<file path="src/rtl/div_pkg.sv">
// Shared constants and state encoding for the 4-bit restoring divider.
package div_pkg;

  localparam int WIDTH = 4;
  localparam int STEPS = 4;
  localparam int CNT_W = 2;

  typedef enum logic [1:0] {
    ST_IDLE = 2'b00,
    ST_RUN  = 2'b01,
    ST_DONE = 2'b10
  } state_t;

endpackage

</file>
<file path="src/rtl/div_step.sv">
// One restoring-division step: trial subtract of the divisor from the shifted
// partial remainder, keeping the difference only when no borrow occurs.
module div_step
  import div_pkg::*;
(
  input  logic [WIDTH:0]   rem_shift,
  input  logic [WIDTH-1:0] divisor,
  output logic [WIDTH:0]   rem_next,
  output logic             q_bit
);

  // The extra top bit of the trial result is the borrow out of the 5-bit subtract.
  logic [WIDTH+1:0] trial;

  assign trial    = {1'b0, rem_shift} - {2'b00, divisor};
  assign q_bit    = ~trial[WIDTH+1];
  assign rem_next = trial[WIDTH+1] ? rem_shift : trial[WIDTH:0];

endmodule

</file>
<file path="src/rtl/four_bit_sequential_divider.sv">
// Multi-cycle unsigned restoring divider with a start/done handshake.
// Optional early divide-by-zero completion: define DIVIDER_DIVZERO_DETECT_EN.
module four_bit_sequential_divider #(
  parameter int WIDTH = 4
) (
  input  logic             clk,
  input  logic             reset,
  input  logic             start,
  input  logic [WIDTH-1:0] dividend,
  input  logic [WIDTH-1:0] divisor,
  output logic             busy,
  output logic             done,
  output logic [WIDTH-1:0] quotient,
  output logic [WIDTH-1:0] remainder,
  output logic             div_zero
);

  import div_pkg::state_t;
  import div_pkg::ST_IDLE;
  import div_pkg::ST_RUN;
  import div_pkg::ST_DONE;
  import div_pkg::STEPS;
  import div_pkg::CNT_W;

  state_t state;
  state_t state_nxt;

  logic [CNT_W-1:0] step_cnt;
  logic [WIDTH-1:0] q_sr;
  logic [WIDTH-1:0] d_reg;
  logic [WIDTH:0]   r_reg;
  logic [WIDTH-1:0] quotient_r;
  logic [WIDTH-1:0] remainder_r;

  logic [WIDTH:0]   rem_shift;
  logic [WIDTH:0]   rem_next;
  logic             q_bit;
  logic             accept;
  logic             last_step;
  logic             zero_div;
  logic             unused_r_msb;

  assign accept       = (state == ST_IDLE) && start;
  assign last_step    = (state == ST_RUN) && (step_cnt == CNT_W'(STEPS - 1));
  assign rem_shift    = {r_reg[WIDTH-1:0], q_sr[WIDTH-1]};
  // The partial remainder stays below the divisor, so its top bit never feeds the next step.
  assign unused_r_msb = r_reg[WIDTH];

`ifdef DIVIDER_DIVZERO_DETECT_EN
  assign zero_div = (divisor == '0);
`else
  assign zero_div = 1'b0;
`endif

  div_step u_step (
    .rem_shift (rem_shift),
    .divisor   (d_reg),
    .rem_next  (rem_next),
    .q_bit     (q_bit)
  );

  always_ff @(posedge clk or posedge reset) begin
    if (reset) begin
      state <= ST_IDLE;
    end else begin
      state <= state_nxt;
    end
  end

  always_comb begin
    state_nxt = state;
    case (state)
      ST_IDLE: begin
        if (start) begin
          state_nxt = zero_div ? ST_DONE : ST_RUN;
        end
      end
      ST_RUN: begin
        if (last_step) begin
          state_nxt = ST_DONE;
        end
      end
      ST_DONE: state_nxt = ST_IDLE;
      default: state_nxt = ST_IDLE;
    endcase
  end

  // Operand capture, one shift/subtract per RUN cycle, result load on the final step.
  always_ff @(posedge clk or posedge reset) begin
    if (reset) begin
      step_cnt    <= '0;
      q_sr        <= '0;
      d_reg       <= '0;
      r_reg       <= '0;
      quotient_r  <= '0;
      remainder_r <= '0;
    end else if (accept) begin
      step_cnt <= '0;
      q_sr     <= dividend;
      d_reg    <= divisor;
      r_reg    <= '0;
      if (zero_div) begin
        quotient_r  <= '1;
        remainder_r <= dividend;
      end
    end else if (state == ST_RUN) begin
      step_cnt <= step_cnt + 1'b1;
      q_sr     <= {q_sr[WIDTH-2:0], q_bit};
      r_reg    <= rem_next;
      if (last_step) begin
        quotient_r  <= {q_sr[WIDTH-2:0], q_bit};
        remainder_r <= rem_next[WIDTH-1:0];
      end
    end
  end

`ifdef DIVIDER_DIVZERO_DETECT_EN
  logic div_zero_r;

  always_ff @(posedge clk or posedge reset) begin
    if (reset) begin
      div_zero_r <= 1'b0;
    end else if (accept) begin
      div_zero_r <= zero_div;
    end
  end

  assign div_zero = div_zero_r;
`else
  assign div_zero = 1'b0;
`endif

  assign busy      = (state == ST_RUN) || (state == ST_DONE);
  assign done      = (state == ST_DONE);
  assign quotient  = quotient_r;
  assign remainder = remainder_r;

endmodule

</file>
<file path="config.mk">
export PLATFORM = sky130hd
export DESIGN_NAME = four_bit_sequential_divider
export DESIGN_NICKNAME = d
export VERILOG_FILES = /design/src/rtl/div_pkg.sv /design/src/rtl/div_step.sv /design/src/rtl/four_bit_sequential_divider.sv
export SDC_FILE = /design/constraint.sdc
export NUM_CORES = 1
export LEC_CHECK = 0
export CORE_AREA = 2 2 58 60
export CTS_CLUSTER_SIZE = 20
export DETAILED_ROUTE_END_ITERATION = 8
export DIE_AREA = 0 0 60 62
export GPL_ROUTABILITY_DRIVEN = 0
export HOLD_SLACK_MARGIN = 0.08
export PLACE_DENSITY = 0.65
export REMOVE_ABC_BUFFERS = 1
export SYNTH_ARGS = -nofsm -noshare
export SYNTH_HDL_FRONTEND = slang
export SYNTH_SLANG_ARGS = --single-unit
</file>
<file path="constraint.sdc">
create_clock -name clk -period 5.65 [get_ports clk]
set_clock_uncertainty 0.15 [all_clocks]
set_input_delay 0.565 -clock clk [delete_from_list [all_inputs] [get_ports clk]]
set_output_delay 0.565 -clock clk [all_outputs]
set_load 0.005 [all_outputs]
</file>
==> impl_metrics.tcl, run 1 <==
set metrics [dict create \
    hold_viol 0 \
    rsz0062_at_grt "no" \
    insertion_delay_ns 0.32 \
    dp_hpwl_um 1921 \
    crit_required_ns 4.93 \
    cts_buffer_depth 2 \
    tns_ns 0 \
    ant_nets 0 \
    antennaDiodeCount 0 \
    worstMarginPinSlew_ns 0.8932 \
    grt-ovfl-total 0 \
    multi_input_area_um2 611.8 \
    cts_tree "yes" \
    port_buffers 20 \
    ys_seq_area_share_pct 47.06 \
    r2r_end "remainder[2]" \
    power_density_mw_per_mm2 570.6 \
    syn_inst 125 \
    min_to "quotient[2]" \
    fin_crit_ns 2.329 \
    yosys_warnings 0 \
    grt_use_met2_pct 25.78 \
    grtUsageTotal_pct 15.33 \
    drt-wirelength-per-cell_um 13.01 \
    stdcell_area_mm2 0.001544 \
    yosys.cell_types.count 34 \
    drtIter0Drc 39 \
    coreArea_mm2 0.003179 \
    nets 167 \
    grt_pass1_vias 916 \
    grt_max_degree 25 \
    finalSetupViolations 0 \
    die_h_um 62 \
    drc 0 \
    regArea_um2 600.6 \
    area_growth_pct 20.98 \
    cts_hold_buf 0 \
    num_rows 21 \
    hp-start "quotient[2]" \
    cp-end-kind "primary output" \
    cts_buffers 3 \
    die_w_um 60 \
    drt_wl_total_um 2472 \
    holdCritPathClass "reg -> reg" \
    die_area_mm2 0.003720 \
    crit_fanout 4 \
    max_stage_delay_ns 0.49 \
    antenna_found_initial 0 \
    place_area_mm2 0.001508 \
    fmax_mhz 429.4 \
    maxCapViolCount 0 \
    r2r_slack_ns 3.41 \
    fin_ws_ns 3.321 \
    first_pass_iters 4 \
    crit_arrival_ns 1.61 \
    worstPathCellList "inv_1 -> ha_1 -> clkdlybuf4s50_1" \
    fill_cells 308 \
    h-tree-depth 1 \
    drive_gt1_share_pct 8.333 \
    crit_path_start_kind "register" \
    busiest_layer "met2" \
    post_cts_buffers 0 \
    leakage_nw 0.6992 \
    syn_area_mm2 0.001276 \
    vias 950 \
    viasPerCell 5.000 \
    r2r_cells 6 \
    drv_slew 0 \
    synth.avg_cell_area_um2 10.21 \
    max-slew-margin-rel_pct 40.39 \
    start_util_pct 40.14 \
    grt_util_met3_pct 2.484 \
    crit_path_top_delay_cell "clkdlybuf4s50_1" \
    clk_pin_slew_ns 0.13 \
    pre_cts_ws_ns 3.070 \
    cts_root_buf "clkbuf_4" \
    worstReg2RegStart "state[0]" \
    final_cell_mix "dfrtp_1, clkdlybuf4s50_1, nand2_1" \
    ios 22 \
    peakVddDrop_mv 0.2079 \
    final_common_cell "dfrtp_1" \
    outcome "finished, final reports clean" \
    cts.sinks 24 \
    cts_resized 0 \
    grtUsageMet1_pct 19.46 \
    whs_path_depth 2 \
    timing.final.crit_share_pct 41.21 \
    grt_pass1_wl_um 4188 \
    path_class "reg -> out" \
    synth-seq-cells 24 \
]
[through the flow]
step           utilization, %  power, mW  hold WS, ns  cells
6_report                48.56     0.8809       0.3393    190
5_1_grt                 48.56     0.9616       0.3749    190
4_1_cts                 48.56     0.8875       0.3447    190
3_5_place_dp            47.42     0.7925       0.3132    186
3_3_place_gp            47.42     0.7792       0.3175    186
2_1_floorplan               -     0.6293       0.3053    120
[cells in the mapped netlist]
cell type	n	share of area [%]
o22ai_1	1	0.49
o211ai_1	1	0.59
nor2_1	7	2.1
a32o_1	2	1.6
a21oi_1	8	3.1
mux2i_1	4	3.1
or3_1	1	0.49
ha_1	10	9.8
and2_1	3	1.5
inv_1	10	2.9
o31ai_1	1	0.59
o31a_1	1	0.69
nand3_1	5	2.0
a311o_1	1	0.78
nand2_1	13	3.8
mux2_2	6	5.3
clkbuf_2	1	0.39
xnor2_1	2	1.4
nor2b_1	1	0.49
o21a_1	1	0.59
or2_1	1	0.49
and3_1	1	0.49
dfrtp_1	24	47
nor4b_1	1	0.69
clkbuf_1	1	0.29
fa_1	1	1.6
buf_2	2	0.78
conb_1	1	0.29
nor3_1	1	0.39
o41ai_1	1	0.69
a31o_2	2	1.4
a31oi_1	1	0.49
buf_4	1	0.59
o21ai_0	8	3.1
[layout make-up]
class	count	area share, %
clock buffers	4	2.350
flip-flops and latches	24	38.90
multi-input cells	86	39.63
inverters	10	2.431
repair buffers	20	12.97
well taps	46	3.728
[worst max path at each step]
stage          cells past startpoint      from  slack (ns)      endpoint
2_1_floorplan                      5  r_reg[0]        3.71      r_reg[2]
3_3_place_gp                       5     start        3.14  remainder[2]
3_5_place_dp                       5     start        3.07  remainder[2]
4_1_cts                            3  state[0]        3.31          busy
5_1_grt                            6  state[0]        3.20  remainder[0]
6_report                           3  state[0]        3.32          busy
[where the power goes]
part           leakage (nW)  switching, mW  internal, mW
Sequential            0.298         0.0520         0.252
Combinational         0.381          0.242         0.242
Clock                0.0210         0.0536        0.0395
[worst max-delay path: cells and delay by family, from the launching register on]
family	cells	cell delay [ns]
fa+ha+maj	1	0.28
flops	1	0.42
buf+inv	2	0.58
[layer usage]
layer	wire [um]	share of wire, %
met4	38	1.5
met2	1192	48
met3	68	2.8
met5	0	0
met1	1173	47
[cells by family (layout without fill, tap and decap cells)]
group	Yosys count	in the layout	share of synthesized area [%]
xor+xnor	2	2	1.373
mux	10	10	8.431
simple gates	34	34	12.35
other cells	1	1	0.2938
buf+inv	15	34	5.000
fa+ha+maj	11	11	11.37
flops	24	24	47.06
compound gates	28	28	14.12
No activity file was read; power rests on OpenSTA's default activity.
==> inputs of run 2 (changes only) <==
--- a/config.mk
+++ b/config.mk
@@ -11,7 +11,7 @@
 export DIE_AREA = 0 0 60 62
 export GPL_ROUTABILITY_DRIVEN = 0
 export HOLD_SLACK_MARGIN = 0.08
-export PLACE_DENSITY = 0.65
+export PLACE_DENSITY = 0.68
 export REMOVE_ABC_BUFFERS = 1
 export SYNTH_ARGS = -nofsm -noshare
 export SYNTH_HDL_FRONTEND = slang
==> constraint.sdc (replaced) <==
create_clock -name clk -period 2 [get_ports clk]
set_clock_uncertainty 0.15 [all_clocks]
set_input_delay 0.2 -clock clk [delete_from_list [all_inputs] [get_ports clk]]
set_output_delay 0.2 -clock clk [all_outputs]
set_load 0.005 [all_outputs]
==> run 2 against run 1 <==
Effect of this change:
- hold slack lost 0.048 ns
- clock-buffer cell count shrank 1
- cell area grew 9.2%
- sequential power increased to 2.8 times the previous value
- die area unchanged
- sequential share of layout area decreased by 3.3 points
- non-clock buffer count is 16 higher
- final cell count rose by 7.9%
- register-to-register slack lost 3.4 ns
- worst setup slack got worse by 3.3 ns
- critical path type is now reg -> reg
- largest power group unchanged
==> impl_metrics.tcl, run 2 (synthesis results as in run 1) <==
set metrics [dict create \
    grt_pass1_wl_um 4298 \
    r2r_end "r_reg[2]" \
    timing.final.crit_share_pct 98.67 \
    wl_met1_um 1125 \
    h-tree-depth 1 \
    power_mw 2.756 \
    ant_nets 0 \
    post-route-util_pct 53.01 \
    cts.sinks 24 \
    top_layer_used "met4" \
    die_w_um 60 \
    die_h_um 62 \
    crit_arrival_ns 2.04 \
    worstReg2RegStart "d_reg[1]" \
    die_area_mm2 0.003720 \
    grt_pass1_vias 1014 \
    viasPerCell 4.927 \
    nets 183 \
    crit_required_ns 2.06 \
    cp.depth 6 \
    num_rows 21 \
    clock_power_share_pct 7.7 \
    r2r_cells 6 \
    cts_buffer_depth 2 \
    hold_slack_ns 0.2914 \
    crit_path_start_kind "register" \
    drive_gt1_share_pct 20.75 \
    r2r_slack_ns 0.03 \
    p_switching_mw 1.060 \
    final_cell_mix "dfrtp_1, clkdlybuf4s50_1, buf_4" \
    internal_power_mw 1.697 \
    pwr-share-seq_pct 31.0 \
    cts_root_buf "clkbuf_4" \
    start_util_pct 40.14 \
    fin_crit_ns 1.973 \
    coreArea_mm2 0.003179 \
    drc 0 \
    swShare_pct 38.44 \
    power_density_mw_per_mm2 1635 \
    p_comb_share_pct 61.3 \
    drtIter0Drc 46 \
    worstPathCellList "inv_2 -> ha_4 -> nor2b_4 -> o31a_1 -> or3_4 -> a32o_1" \
    critical_path.top_delay_family "compound AO/OA/AOI/OAI gates" \
    leakage_nw 0.7691 \
    ios 22 \
    cp_num_buf_inv 1 \
    hold_viol 0 \
    peakVddDrop_mv 0.5477 \
    vias 1010 \
    drv_slew 0 \
    startpoint "d_reg[1]" \
    met3_wirelength_um 74 \
    cts_buffers 3 \
    dp_hpwl_um 1940 \
    final_common_cell "dfrtp_1" \
    fmax_mhz 506.8 \
    antenna_found_initial 0 \
    clk_pin_slew_ns 0.13 \
    insertion_delay_ns 0.31 \
    antennaDiodeCount 0 \
    finalSetupViolations 0 \
    grtUsageTotal_pct 15.55 \
    crit_path_end "r_reg[2]" \
    grt_max_degree 25 \
    area_growth_pct 32.06 \
    drt_wl_total_um 2556 \
    drt-wirelength-per-cell_um 12.47 \
    first_pass_iters 4 \
    met2_length_um 1317 \
    cp-end-kind "register" \
    holdCritPathClass "in -> reg" \
    port_buffers 20 \
    max_stage_delay_ns 0.41 \
    tns_ns 0 \
    crit_path_top_delay_cell "dfrtp_1" \
    cts_tree "yes" \
    whs_path_depth 3 \
    maxCapViolCount 0 \
    fill_cells 282 \
    outcome "finished, final reports clean" \
    grt-ovfl-total 0 \
    crit_fanout 3 \
    path_class "reg -> reg" \
]
==> run 2: through the flow <==
stage | area [um^2] | instances | worst slack [ns]
2_1_floorplan | 1250 | 120 | 0.05881
3_5_place_dp | 1583 | 196 | 0.04296
6_report | 1685 | 205 | 0.02667
4_1_cts | 1615 | 200 | 0.01878
3_3_place_gp | 1583 | 196 | 0.09488
5_1_grt | 1685 | 205 | -0.03436
==> run 2: power by group through the flow <==
stage | logic [mW] | clock network (mW) | registers, mW
floorplan | 0.934 | 0 | 0.844
global placement | 1.45 | 0 | 0.851
detailed placement | 1.49 | 0 | 0.866
CTS | 1.50 | 0.215 | 0.853
global route | 1.89 | 0.241 | 0.884
finish | 1.69 | 0.211 | 0.856
==> run 2: timing repair <==
item | in CTS | in global routing
setup endpoints to repair | 0 | 9
hold endpoints to repair | 24 | 0
gates resized for setup | 0 | 9
hold buffers | 1 | 0
setup buffers | 0 | 5
==> run 2: layer usage <==
layer,vias to the layer above,global-route usage (%)
met3,4,2.484
li1,502,-
met2,24,28.26
met1,480,18.19
met4,0,6.667
met5,-,0
==> run 2: area by class of cell <==
type                    instances  area [um^2]  share of cell area (%)
multi-input cells              86        644.4                   38.23
clock buffers                   3        22.52                   1.336
inverters                      10        37.54                   2.227
flip-flops and latches         24        600.6                   35.63
repair buffers                 36        322.8                   19.15
well taps                      46        57.56                   3.415
==> run 2: worst min-delay path, cell delays in order <==
cell,delay [ns]
clkdlybuf4s50_1,0.39
nor2_1,0.10
a21oi_1,0.04
==> run 2: how the worst min path moves through the flow <==
stage	startpoint	to	slack (ns)
final	dividend[3]	q_sr[3]	0.29
after global routing	dividend[1]	q_sr[1]	0.28
after CTS	dividend[3]	q_sr[3]	0.30
after detailed placement	quotient[3]	quotient[3]	0.31
after global placement	quotient[3]	quotient[3]	0.31
after floorplan	reset	d_reg[0]	0.06
==> inputs of run 3 (changes only) <==
--- a/config.mk
+++ b/config.mk
@@ -11,7 +11,7 @@
 export DIE_AREA = 0 0 60 62
 export GPL_ROUTABILITY_DRIVEN = 0
 export HOLD_SLACK_MARGIN = 0.08
-export PLACE_DENSITY = 0.68
+export PLACE_DENSITY_LB_ADDON = 0.08
 export REMOVE_ABC_BUFFERS = 1
 export SYNTH_ARGS = -nofsm -noshare
 export SYNTH_HDL_FRONTEND = slang
==> run 3 against run 2 <==
Effect of this change:
- critical path depth unchanged
- worst setup slack better by 0.0059 ns
- combinational power about the same
- core utilization up 1.0 points
- final cell count up 0.49%
- first-iteration DRC count down 43%
- global-route usage down 0.53 points
- cell area up 1.9%
- non-clock buffer count unchanged
- critical endpoint unchanged
- largest cell class unchanged
==> impl_metrics.tcl, run 3 (synthesis results as in run 1) <==
set metrics [dict create \
    grt_pass1_wl_um 4126 \
    die_h_um 62 \
    fill_cells 315 \
    clk_pin_slew_ns 0.13 \
    final_cell_mix "dfrtp_1, clkdlybuf4s50_1, buf_4" \
    grt-ovfl-total 0 \
    cts_root_buf "clkbuf_4" \
    area_growth_pct 34.61 \
    r2r_end "r_reg[2]" \
    coreArea_mm2 0.003179 \
    min_to "q_sr[3]" \
    cts.sinks 24 \
    r2r_slack_ns 0.03 \
    fin_crit_ns 1.967 \
    antennaDiodeCount 0 \
    leakage_nw 0.7895 \
    fmax_mhz 508.3 \
    holdCritPathClass "in -> reg" \
    tns_ns 0 \
    finalSetupViolations 0 \
    timing.final.crit_share_pct 98.37 \
    grtUsageTotal_pct 15.02 \
    power_density_mw_per_mm2 1637 \
    power_mw 2.812 \
    ios 22 \
    die_w_um 60 \
    dp_hpwl_um 1896 \
    hold_viol 0 \
    viasPerCell 4.816 \
    grt_max_degree 25 \
    drc 0 \
    path_class "reg -> reg" \
    crit_fanout 3 \
    first_pass_iters 4 \
    drv_slew 0 \
    peakVddDrop_mv 0.7277 \
    drt_wl_total_um 2573 \
    rsz0062_at_grt "yes" \
    cp-end-kind "register" \
    startpoint "d_reg[1]" \
    cts_tree "yes" \
    stdcell_area_mm2 0.001718 \
    nets 183 \
    cts_buffers 3 \
    start_util_pct 40.14 \
    h-tree-depth 1 \
    hp-start "dividend[3]" \
    crit_arrival_ns 2.04 \
    outcome "finished, final reports clean" \
    drive_gt1_share_pct 22.50 \
    crit_required_ns 2.07 \
    place_area_mm2 0.001583 \
    drtIter0Drc 26 \
    fin_ws_ns 0.03255 \
    num_rows 21 \
    hold_slack_ns 0.2906 \
    worstReg2RegStart "d_reg[1]" \
    antenna_found_initial 0 \
    maxCapViolCount 0 \
    pre_cts_ws_ns 0.04705 \
    ant_nets 0 \
    cts_buffer_depth 2 \
    die_area_mm2 0.003720 \
    whs_path_depth 3 \
    drt-wirelength-per-cell_um 12.49 \
    grt_pass1_vias 914 \
    final_common_cell "dfrtp_1" \
    crit_path_start_kind "register" \
    vias 992 \
    port_buffers 20 \
    insertion_delay_ns 0.32 \
    r2r_cells 6 \
]
## run 3: routing by layer
layer	GRT usage, %	up-vias	part of all wire [%]
met2	23.60	17	49
met4	6.667	0	1.8
met5	0	-	0
met3	2.484	5	2.9
met1	20.49	465	47
li1	-	505	-
## run 3: layout make-up
cell class | count | area [um^2] | share of cell area, %
sequential | 24 | 600.6 | 34.96
timing repair buffer | 36 | 325.3 | 18.94
multi-input combinational | 86 | 660.6 | 38.46
tap | 46 | 57.56 | 3.350
inverter | 10 | 37.54 | 2.185
clock buffer | 4 | 36.28 | 2.112
## run 3: power by group
group / total, mW / switching (mW) / internal, mW / leakage, nW
Sequential: 0.859 / 0.146 / 0.713 / 0.298
Combinational: 1.69 / 0.774 / 0.920 / 0.471
Clock: 0.260 / 0.148 / 0.111 / 0.0210
Total: 2.81 / 1.07 / 1.74 / 0.790
## run 3: stage by stage
stage               utilization (%)  cells
finish                        54.03    206
global route                  54.03    206
CTS                           51.24    201
detailed placement            49.78    196
global placement              49.78    196
floorplan                         -    120
## run 3: timing repair
action,4_1_cts,5_1_grt
hold buffers,1,0
buffers inserted,0,5
endpoints found under the setup margin,0,9
resized for setup,0,14
endpoints found under the hold margin,24,0
## run 3: worst max path at each step
stage | endpoint | slack [ns]
finish | r_reg[2] | 0.03
global placement | r_reg[2] | 0.09
detailed placement | r_reg[2] | 0.05
global route | r_reg[2] | -0.03
floorplan | r_reg[2] | 0.06
CTS | busy | 0.02
## run 3: critical path, stage by stage, from the launching register on
cell     delay, ns
dfrtp_1       0.40
inv_2         0.08
ha_4          0.20
nor2b_4       0.13
o31a_1        0.31
or3_4         0.34
a32o_1        0.26
